[src/rtl/rburst_counter_pkg.sv]
// ---------------------------------------------------------------------------
// rburst_counter_pkg
// Shared definitions for the AXI read/write burst counters:
//   - FSM state encoding for the burst counters (3-bit)
//   - default burst-length field width and maximum beats per burst
// ---------------------------------------------------------------------------
package rburst_counter_pkg;

    typedef logic [2:0] rb_state_t;

    localparam logic [2:0] IDLE  = 3'd0;
    localparam logic [2:0] ISSUE = 3'd1;
    localparam logic [2:0] READY = 3'd2;
    localparam logic [2:0] DRAIN = 3'd3;
    localparam logic [2:0] DONE  = 3'd4;

    // Shared by the read and write burst counters: ARLEN/AWLEN-style field
    // width (beats-1) and the largest burst either side will request.
    localparam int BURST_LEN_W_DEFAULT   = 4;
    localparam int MAX_BURST_LEN_DEFAULT = 16;

endpackage

[src/rtl/rburst_credit.sv]
// ---------------------------------------------------------------------------
// rburst_credit
// Read-buffer credit and outstanding-burst accounting.
//   clk, reset        clock, asynchronous active-high reset
//   issued/issued_len AR handshake and its length (beats-1)
//   rdata_last        R beat with RLAST (one burst retired)
//   buffer_pop        consumer removed one beat from the read FIFO
//   len               length (beats-1) of the burst about to be requested
//   credit_ok         buffer space for len+1 beats and an outstanding slot free
//   outstanding       bursts in flight; outstanding_next is next-cycle value
// ---------------------------------------------------------------------------
module rburst_credit #(
    parameter int RBURST_LEN      = 4,
    parameter int RBUF_DEPTH      = 256,
    parameter int MAX_OUTSTANDING = 4
) (
    input  logic                                     clk,
    input  logic                                     reset,
    input  logic                                     issued,
    input  logic [RBURST_LEN-1:0]                    issued_len,
    input  logic                                     rdata_last,
    input  logic                                     buffer_pop,
    input  logic [RBURST_LEN-1:0]                    len,
    output logic                                     credit_ok,
    output logic [$clog2(MAX_OUTSTANDING+1)-1:0]     outstanding,
    output logic [$clog2(MAX_OUTSTANDING+1)-1:0]     outstanding_next
);

    localparam int CREDIT_W = $clog2(RBUF_DEPTH + 1);
    localparam int SUM_W    = CREDIT_W + 1;
    localparam int OUT_W    = $clog2(MAX_OUTSTANDING + 1);

    localparam logic [SUM_W-1:0] DEPTH_W = SUM_W'(RBUF_DEPTH);
    localparam logic [OUT_W-1:0] OUT_MAX = OUT_W'(MAX_OUTSTANDING);

    logic [CREDIT_W-1:0] credit_reg, credit_next;
    logic [OUT_W-1:0]    outstanding_reg;
    logic [SUM_W-1:0]    credit_plus, issue_beats, credit_sum;

    // One extra bit so a pop at full credit is visible and can be clipped.
    assign credit_plus = {1'b0, credit_reg} + SUM_W'(buffer_pop);
    assign issue_beats = issued ? (SUM_W'(issued_len) + SUM_W'(1)) : '0;

    always_comb begin
        credit_sum = credit_plus - issue_beats;
        if (credit_plus < issue_beats) begin
            // Only reachable on an issuer protocol error; clamp instead of wrapping.
            credit_next = '0;
        end else if (credit_sum > DEPTH_W) begin
            credit_next = CREDIT_W'(RBUF_DEPTH);
        end else begin
            credit_next = CREDIT_W'(credit_sum);
        end
    end

    always_comb begin
        outstanding_next = outstanding_reg;
        if (issued && !rdata_last) begin
            if (outstanding_reg != '1) begin
                outstanding_next = outstanding_reg + OUT_W'(1);
            end
        end else if (!issued && rdata_last) begin
            if (outstanding_reg != '0) begin
                outstanding_next = outstanding_reg - OUT_W'(1);
            end
        end
    end

    always_ff @(posedge clk or posedge reset) begin
        if (reset) begin
            credit_reg      <= CREDIT_W'(RBUF_DEPTH);
            outstanding_reg <= '0;
        end else begin
            credit_reg      <= credit_next;
            outstanding_reg <= outstanding_next;
        end
    end

    assign outstanding = outstanding_reg;
    assign credit_ok   = ({1'b0, credit_reg} >= (SUM_W'(len) + SUM_W'(1)))
                         && (outstanding_reg < OUT_MAX);

endmodule

[src/rtl/rburst_counter.sv]
// ---------------------------------------------------------------------------
// rburst_counter
// Splits an N-beat read transfer into AR bursts of at most MAX_BURST_LEN
// beats, requesting each burst only when the read FIFO has room for all of
// its beats and the outstanding-burst limit allows another one.
//   clk, reset              clock, asynchronous active-high reset
//   rd_req/rd_req_beats     start a transfer (accepted in IDLE only)
//   rd_req_ready            high in IDLE
//   rburst_len/rburst_ready next burst length (beats-1) and request strobe
//   rburst_issued[_len]     AR handshake and the length actually issued
//   rdata_last              R beat with RLAST
//   buffer_pop              one beat left the read FIFO
//   outstanding             bursts in flight
//   rd_done                 one-cycle pulse when the transfer has completed
//   stall_count             cycles spent waiting in ISSUE for credit/slots
// Build option: define RBURST_STATS_EN to generate the stall counter;
// otherwise stall_count is constant zero.
// ---------------------------------------------------------------------------
module rburst_counter
    import rburst_counter_pkg::*;
#(
    parameter int TXN_LEN_W       = 16,
    parameter int RBURST_LEN      = BURST_LEN_W_DEFAULT,
    parameter int MAX_BURST_LEN   = MAX_BURST_LEN_DEFAULT,
    parameter int RBUF_DEPTH      = 256,
    parameter int MAX_OUTSTANDING = 4
) (
    input  logic                                 clk,
    input  logic                                 reset,
    input  logic                                 rd_req,
    input  logic [TXN_LEN_W-1:0]                 rd_req_beats,
    output logic                                 rd_req_ready,
    output logic [RBURST_LEN-1:0]                rburst_len,
    output logic                                 rburst_ready,
    input  logic                                 rburst_issued,
    input  logic [RBURST_LEN-1:0]                rburst_issued_len,
    input  logic                                 rdata_last,
    input  logic                                 buffer_pop,
    output logic [$clog2(MAX_OUTSTANDING+1)-1:0] outstanding,
    output logic                                 rd_done,
    output logic [31:0]                          stall_count
);

    localparam int OUT_W = $clog2(MAX_OUTSTANDING + 1);

    rb_state_t            state_reg, state_next;
    logic [TXN_LEN_W-1:0] remaining_reg, remaining_next;
    logic [TXN_LEN_W-1:0] issue_beats, rem_after;
    logic [OUT_W-1:0]     outstanding_next;
    logic                 credit_ok, burst_ok;

    always_comb begin
        if (remaining_reg >= TXN_LEN_W'(MAX_BURST_LEN)) begin
            rburst_len = RBURST_LEN'(MAX_BURST_LEN - 1);
        end else if (remaining_reg != '0) begin
            rburst_len = RBURST_LEN'(remaining_reg - TXN_LEN_W'(1));
        end else begin
            rburst_len = '0;
        end
    end

    assign issue_beats = TXN_LEN_W'({1'b0, rburst_issued_len}) + TXN_LEN_W'(1);
    assign rem_after   = remaining_reg - issue_beats;
    assign burst_ok    = (remaining_reg != '0) && credit_ok;

    // Credit and outstanding track every AR handshake, even one that arrives
    // outside READY, so the buffer reservation always matches the bus.
    rburst_credit #(
        .RBURST_LEN      (RBURST_LEN),
        .RBUF_DEPTH      (RBUF_DEPTH),
        .MAX_OUTSTANDING (MAX_OUTSTANDING)
    ) u_credit (
        .clk              (clk),
        .reset            (reset),
        .issued           (rburst_issued),
        .issued_len       (rburst_issued_len),
        .rdata_last       (rdata_last),
        .buffer_pop       (buffer_pop),
        .len              (rburst_len),
        .credit_ok        (credit_ok),
        .outstanding      (outstanding),
        .outstanding_next (outstanding_next)
    );

    always_comb begin
        state_next     = state_reg;
        remaining_next = remaining_reg;
        case (state_reg)
            IDLE: begin
                if (rd_req) begin
                    remaining_next = rd_req_beats;
                    state_next     = (rd_req_beats == '0) ? DRAIN : ISSUE;
                end
            end
            ISSUE: begin
                if (burst_ok) begin
                    state_next = READY;
                end
            end
            READY: begin
                if (rburst_issued) begin
                    remaining_next = rem_after;
                    state_next     = (rem_after == '0) ? DRAIN : ISSUE;
                end
            end
            DRAIN: begin
                // Look at the post-update count so a final RLAST is seen at once.
                if (outstanding_next == '0) begin
                    state_next = DONE;
                end
            end
            DONE:    state_next = IDLE;
            default: state_next = IDLE;
        endcase
    end

    always_ff @(posedge clk or posedge reset) begin
        if (reset) begin
            state_reg     <= IDLE;
            remaining_reg <= '0;
        end else begin
            state_reg     <= state_next;
            remaining_reg <= remaining_next;
        end
    end

    // Strobes decode the state register, so they are glitch-free registered
    // outputs and rburst_ready lags the burst_ok decision by one cycle.
    assign rd_req_ready = (state_reg == IDLE);
    assign rburst_ready = (state_reg == READY);
    assign rd_done      = (state_reg == DONE);

`ifdef RBURST_STATS_EN
    logic [31:0] stall_count_reg;

    always_ff @(posedge clk or posedge reset) begin
        if (reset) begin
            stall_count_reg <= '0;
        end else if ((state_reg == ISSUE) && (remaining_reg != '0) && !burst_ok
                     && (stall_count_reg != '1)) begin
            stall_count_reg <= stall_count_reg + 32'd1;
        end
    end

    assign stall_count = stall_count_reg;
`else
    assign stall_count = '0;
`endif

endmodule

[config.mk]
export PLATFORM = sky130hd
export DESIGN_NAME = rburst_counter
export DESIGN_NICKNAME = d
export VERILOG_FILES = /design/src/rtl/rburst_counter_pkg.sv /design/src/rtl/rburst_credit.sv /design/src/rtl/rburst_counter.sv
export SDC_FILE = /design/constraint.sdc
export NUM_CORES = 1
export LEC_CHECK = 0
export CORE_MARGIN = 2
export CORE_UTILIZATION = 45
export CTS_BUF_LIST = sky130_fd_sc_hd__clkbuf_8 sky130_fd_sc_hd__clkbuf_16
export DETAILED_ROUTE_END_ITERATION = 16
export PLACE_DENSITY = 0.84
export SLEW_MARGIN = 20
export SYNTH_ARGS = -nofsm -noshare
export SYNTH_HDL_FRONTEND = slang
export SYNTH_SLANG_ARGS = --single-unit
[constraint.sdc]
create_clock -name clk -period 3.25 [get_ports clk]
set_clock_uncertainty 0.2 [all_clocks]
set_input_delay 0.65 -clock clk [delete_from_list [all_inputs] [get_ports clk]]
set_output_delay 0.65 -clock clk [all_outputs]
set_load 0.01 [all_outputs]
==> impl_metrics.json, run 1 <==
{
  "status": "finished clean",
  "place_hpwl_um": 6500,
  "overflow": 0,
  "yosysSeqAreaShare_pct": 24.5,
  "path_class": "input port to flop",
  "worstMarginPinSlew_ns": 0.515,
  "largest_reg_flops": 16,
  "slew_headroom_pct": 65.3,
  "worstHoldPathCells": 1,
  "p_switching_mw": 1.80,
  "worst-path-max-fanout": 5,
  "gp_congestion": 0.969,
  "p_leak_nw": 1.93,
  "dr_total_vias": 3329,
  "cp-end-kind": "flop",
  "synthesis.area_um2": 3170,
  "yosys.area.top_type": "dfrtp_1",
  "synth_warnings": 0,
  "drv_cap": 0,
  "cts_tree": "done",
  "finalPower_mw": 3.91,
  "wire_per_inst_um": 16.2,
  "antenna_found_initial": 0,
  "worstHoldEndpoint": "state_reg[0]",
  "setup_ws_ns": 0.0415,
  "post-route-period-util_pct": 98.7,
  "p_per_area_nw_per_um2": 892,
  "min-delay-start": "state_reg[2]",
  "drcViolationCount": 0,
  "detail-route-antenna-nets": 0,
  "synth_edf_count": 0,
  "cts_max_level": 2,
  "place_ws_ns": -0.537,
  "nets": 538,
  "synthCells": 391,
  "hp-class": "flop to flop",
  "dp_cells": 570,
  "avgViaCountPerCell": 5.70,
  "drt_iter0_markers": 168,
  "timing.fmax_ghz": 0.312,
  "peakVddDrop_mv": 0.400,
  "grt_pass1_wl_um": 14500,
  "netlist.area_leader.share_pct": 23.7,
  "core_area_um2": 6790,
  "finalSetupViolCount": 0,
  "regToRegSetupSlack_ns": 0.08,
  "cts_buffers": 5,
  "grt_pass1_vias": 3191,
  "stdcell_count": 584,
  "dieArea_um2": 7720,
  "cts_sinks": 31,
  "start_util_pct": 46.6,
  "io_buffer_count": 35,
  "clockRootBuffer": "clkbuf_8",
  "grt_max_degree": 32,
  "cts_hold_buffers": 0,
  "avgSynthCellArea_um2": 8.10,
  "diodes": 0,
  "fin_util_pct": 64.4,
  "power_frac_clock_pct": 10.5,
  "cts.reportedPaths.clkPinSlew_ns": 0.07,
  "die_x_um": 87.9,
  "grt.total_usage_pct": 23.8,
  "fillers": 545,
  "required_ns": 3.25,
  "final_cell_mix": "buf_4, nand2_1, conb_1",
  "finalCriticalPeriod_ns": 3.21,
  "pwr-share-seq_pct": 21.1,
  "drive_gt1_share_pct": 27.3,
  "start_kind": "input port",
  "reg2reg_to": "state_reg[0]",
  "ys_ff_latch": 31,
  "final_common_cell": "buf_4",
  "die_h_um": 87.9,
  "synth_cell_type_count": 71,
  "swShare_pct": 46.1,
  "pwr-share-comb_pct": 68.4,
  "rows": 30,
  "syn_to_final_growth_pct": 38.2,
  "yosys-top-cells-area": "dfrtp_1, ha_1, buf_4",
  "internal-power_mw": 2.11,
  "synth_flop_cell": "dfrtp_1",
  "slew_viol_final": 0,
  "rsz0062_at_grt": "true",
  "clk-insertion-delay-late_ns": 0.29,
  "r2r_start": "remaining_reg[7]",
  "reg2reg_depth": 13,
  "cts_buffer_depth": 2,
  "hold_viol": 0,
  "io_pins": 68,
  "critPathArrivalTime_ns": 3.21,
  "drt_first_pass_iters": 7,
  "wirelength_um": 9480,
  "async_flop_share_pct": 100
}
-- final cells by class --
type	count	area, µm²	area share (%)
multi-input cells	323	2390	54.6
clock inverters	2	35.0	0.800
repair buffers	104	888	20.3
clock buffers	6	82.6	1.89
inverters	22	82.6	1.89
well taps	96	120	2.74
flip-flops and latches	31	777	17.7
-- power by group through the flow --
stage	sequential, mW	combinational (mW)	clock (mW)
CTS	0.810	2.41	0.415
finish	0.824	2.67	0.409
global placement	0.800	2.16	0
floorplan	0.740	1.48	0
global route	0.849	2.91	0.427
detailed placement	0.814	2.23	0
-- through the flow --
step	hold slack, ns	TNS (ns)	instance area (µm²)
2_1_floorplan	0.309	0	3320
3_3_place_gp	0.338	-3.75	3950
3_5_place_dp	0.369	-4.75	3950
4_1_cts	0.378	-0.0229	4210
5_1_grt	0.413	-0.178	4380
6_report	0.374	0	4380
-- layer usage --
metal / wire length, µm / global-route usage [%]
met1: 3760 / 28.2
met2: 4840 / 42.4
met3: 514 / 4.05
met4: 365 / 9.79
met5: 0 / 0
-- worst max path at each step --
stage | start | endpoint | slack [ns]
2_1_floorplan | buffer_pop | u_credit.credit_reg[4] | 0.03
3_3_place_gp | rburst_issued_len[0] | state_reg[1] | -0.43
3_5_place_dp | rburst_issued_len[0] | state_reg[1] | -0.54
4_1_cts | remaining_reg[8] | state_reg[0] | -0.02
5_1_grt | rburst_issued | u_credit.credit_reg[0] | -0.09
6_report | rburst_issued | u_credit.credit_reg[0] | 0.04
-- critical path, stage by stage --
cell and delay [ns]:
clkdlybuf4s50_1 0.49, nor2b_1 0.18, ha_2 0.22, fa_2 0.21, nand2b_4 0.13, a21oi_4 0.06
a2111oi_4 0.35, buf_4 0.22, xor2_2 0.17, nand4_1 0.22, a211oi_2 0.30
-- kinds of logic after synthesis --
family / share of synthesized area [%]
simple gates: 22.6
compound gates: 22.4
buf+inv: 12.5
flops: 24.5
fa+ha+maj: 10.4
xor+xnor: 5.81
mux: 1.66
other cells: 0.118
-- synth_stat cells, types with 3 or more instances --
cell	number
mux2i_1	3
o21ai_0	27
nor2b_1	4
a21oi_1	27
clkbuf_1	10
o211ai_1	4
nor4_1	10
nor3_1	16
xnor2_1	13
nor2_1	25
a22oi_1	3
buf_4	32
nand2b_1	6
nand3_1	10
a211oi_1	5
inv_1	22
nand2_1	35
dfrtp_1	30
xor2_1	8
nand4_1	6
ha_1	23
a2111oi_0	3
o22ai_1	4
a21o_1	4
or3_1	4
a31oi_1	5
-- timing repair --
action / CTS / global route
pin swaps: 16 / 16
setup endpoints to repair: 14 / 16
buffers inserted: 3 / 4
gates resized for setup: 27 / 26
(Power assumes the default switching activity.)
==> inputs of run 2 (changes only) <==
- CORE_ASPECT_RATIO: not set -> 1.1
- CTS_CLUSTER_SIZE: not set -> 28
==> run 2 against run 1 <==
Utilization is 5.2 points lower. Highest routed layer unchanged. Wire length fell by 8.6%. Largest cell class unchanged. Fmax is 0.45% higher. Largest power group unchanged. Clock power decreased by 13%. Total power down 8.4%. First-iteration DRC count up 15%. Hold slack worse by 0.0029 ns. Cell count shrank 3.4%.
==> impl_metrics.json, run 2 (synthesis results as in run 1) <==
{
  "critPathArrivalTime_ns": 2.34,
  "post_dp_cell_area_um2": 3870,
  "antenna_found_initial": 0,
  "critPathTopFamily": "simple AND/OR/NAND/NOR gates",
  "finalCriticalPeriod_ns": 3.19,
  "worstHoldPathCells": 2,
  "cts_buffer_depth": 2,
  "drt_first_pass_iters": 4,
  "slew_headroom_pct": 59.8,
  "min-delay-start": "remaining_reg[3]",
  "tns_ns": 0,
  "slew_viol_final": 0,
  "cts_max_level": 2,
  "nets": 529,
  "timing.hold.ws_ns": 0.371,
  "core_area_um2": 6930,
  "drive_gt1_share_pct": 23.6,
  "reg2reg_depth": 13,
  "worst-path-max-fanout": 4,
  "multiInputGateArea_um2": 2240,
  "cts_tree": "done",
  "cp-end-kind": "output pin",
  "die_x_um": 84.0,
  "cts.reportedPaths.clkPinSlew_ns": 0.07,
  "cts_sinks": 31,
  "timing.fmax_ghz": 0.313,
  "grt_pass1_vias": 3129,
  "regToRegSetupSlack_ns": 0.09,
  "io_pins": 68,
  "stdcell_count": 564,
  "cts_buffers": 5,
  "r2r_start": "remaining_reg[8]",
  "status": "finished clean",
  "post-route-period-util_pct": 98.3,
  "final_common_cell": "buf_4",
  "grt.total_usage_pct": 22.7,
  "cts_hold_buffers": 0,
  "fin_util_pct": 59.2,
  "seqCellArea_um2": 777,
  "io_buffer_count": 35,
  "path_class": "flop to output pin",
  "start_kind": "flop",
  "drt_iter0_markers": 194,
  "reg2reg_to": "state_reg[0]",
  "avgViaCountPerCell": 5.64,
  "dieArea_um2": 7720,
  "clk-insertion-delay-late_ns": 0.29,
  "peakVddDrop_mv": 0.454,
  "drcViolationCount": 0,
  "cp_common_cell": "buf_4",
  "fin_area_um2": 4100,
  "final_cell_mix": "buf_4, nand2_1, conb_1",
  "rows": 32,
  "worst-path-buf-inv": 3,
  "wire_per_inst_um": 15.4,
  "cpPeakStageDelay_ns": 0.56,
  "hold_viol": 0,
  "drv_cap": 0,
  "p_leak_nw": 1.84,
  "required_ns": 2.40,
  "wirelength_um": 8660,
  "largest_reg_flops": 16,
  "die_h_um": 92.0,
  "hp-class": "flop to flop",
  "place_hpwl_um": 6500,
  "worstHoldEndpoint": "remaining_reg[3]",
  "worstMarginPinSlew_ns": 0.602,
  "overflow": 0,
  "gp_congestion": 0.952,
  "dr_total_vias": 3183,
  "dp_cells": 551,
  "fillers": 601,
  "syn_to_final_growth_pct": 29.6,
  "detail-route-antenna-nets": 0,
  "grt_pass1_wl_um": 14200,
  "p_per_area_nw_per_um2": 872,
  "finalSetupViolCount": 0,
  "critPathSlowestCell": "or4_4",
  "clockRootBuffer": "clkbuf_8",
  "path_cells": "or4_4 -> nor4_4 -> buf_4 -> buf_4 -> nand2_1 -> clkdlybuf4s50_1",
  "start_util_pct": 45.7,
  "diodes": 0,
  "grt_max_degree": 32
}
-- run 2: power by group --
group          total (mW)  switching, mW  internal (mW)
Sequential          0.819          0.246          0.573
Clock               0.354          0.162          0.193
Combinational        2.40           1.23           1.17
-- run 2: final cells by class --
| class | instances | share of cell area, % |
|---|---|---|
| Inverter | 22 | 2.01 |
| Timing Repair Buffer | 95 | 19.4 |
| Sequential cell | 31 | 18.9 |
| Clock buffer | 7 | 2.35 |
| Multi-Input combinational cell | 323 | 54.6 |
| Tap cell | 85 | 2.59 |
| Clock inverter | 1 | 0.183 |
-- run 2: worst max-delay path by stage --
stage	startpoint	endpoint	slack, ns	cells past startpoint
3_3_place_gp	buffer_pop	u_credit.credit_reg[4]	-0.36	12
3_5_place_dp	buffer_pop	u_credit.credit_reg[4]	-0.47	12
6_report	remaining_reg[8]	rburst_len[2]	0.06	6
5_1_grt	remaining_reg[8]	state_reg[0]	-0.01	13
4_1_cts	rburst_issued	u_credit.credit_reg[1]	0.03	11
2_1_floorplan	buffer_pop	u_credit.credit_reg[4]	0.03	11
-- run 2: timing repair --
action	4_1_cts	5_1_grt
setup endpoints to repair	14	11
pin swaps	8	10
buffers inserted	4	1
resized for setup	15	13
endpoints found under the hold margin	0	0
-- run 2: layer usage --
metal,GRT usage [%],routed length (µm),up-vias
met5,0,0,-
met4,10.1,266,0
met3,4.14,480,21
met2,41.1,4510,107
met1,25.9,3410,1523
li1,-,-,1532
-- run 2: through the flow --
step	power (mW)	setup WS, ns
global route	3.85	-0.0141
finish	3.58	0.0560
floorplan	2.22	0.0262
global placement	2.91	-0.364
CTS	3.48	0.0330
detailed placement	3.01	-0.474
-- run 2: tightest hold or removal path, delay by kind of cell, from the launching register on --
kind / cells / cell delay (ns)
simple gates: 1 / 0.06
compound gates: 1 / 0.06
flops: 1 / 0.41
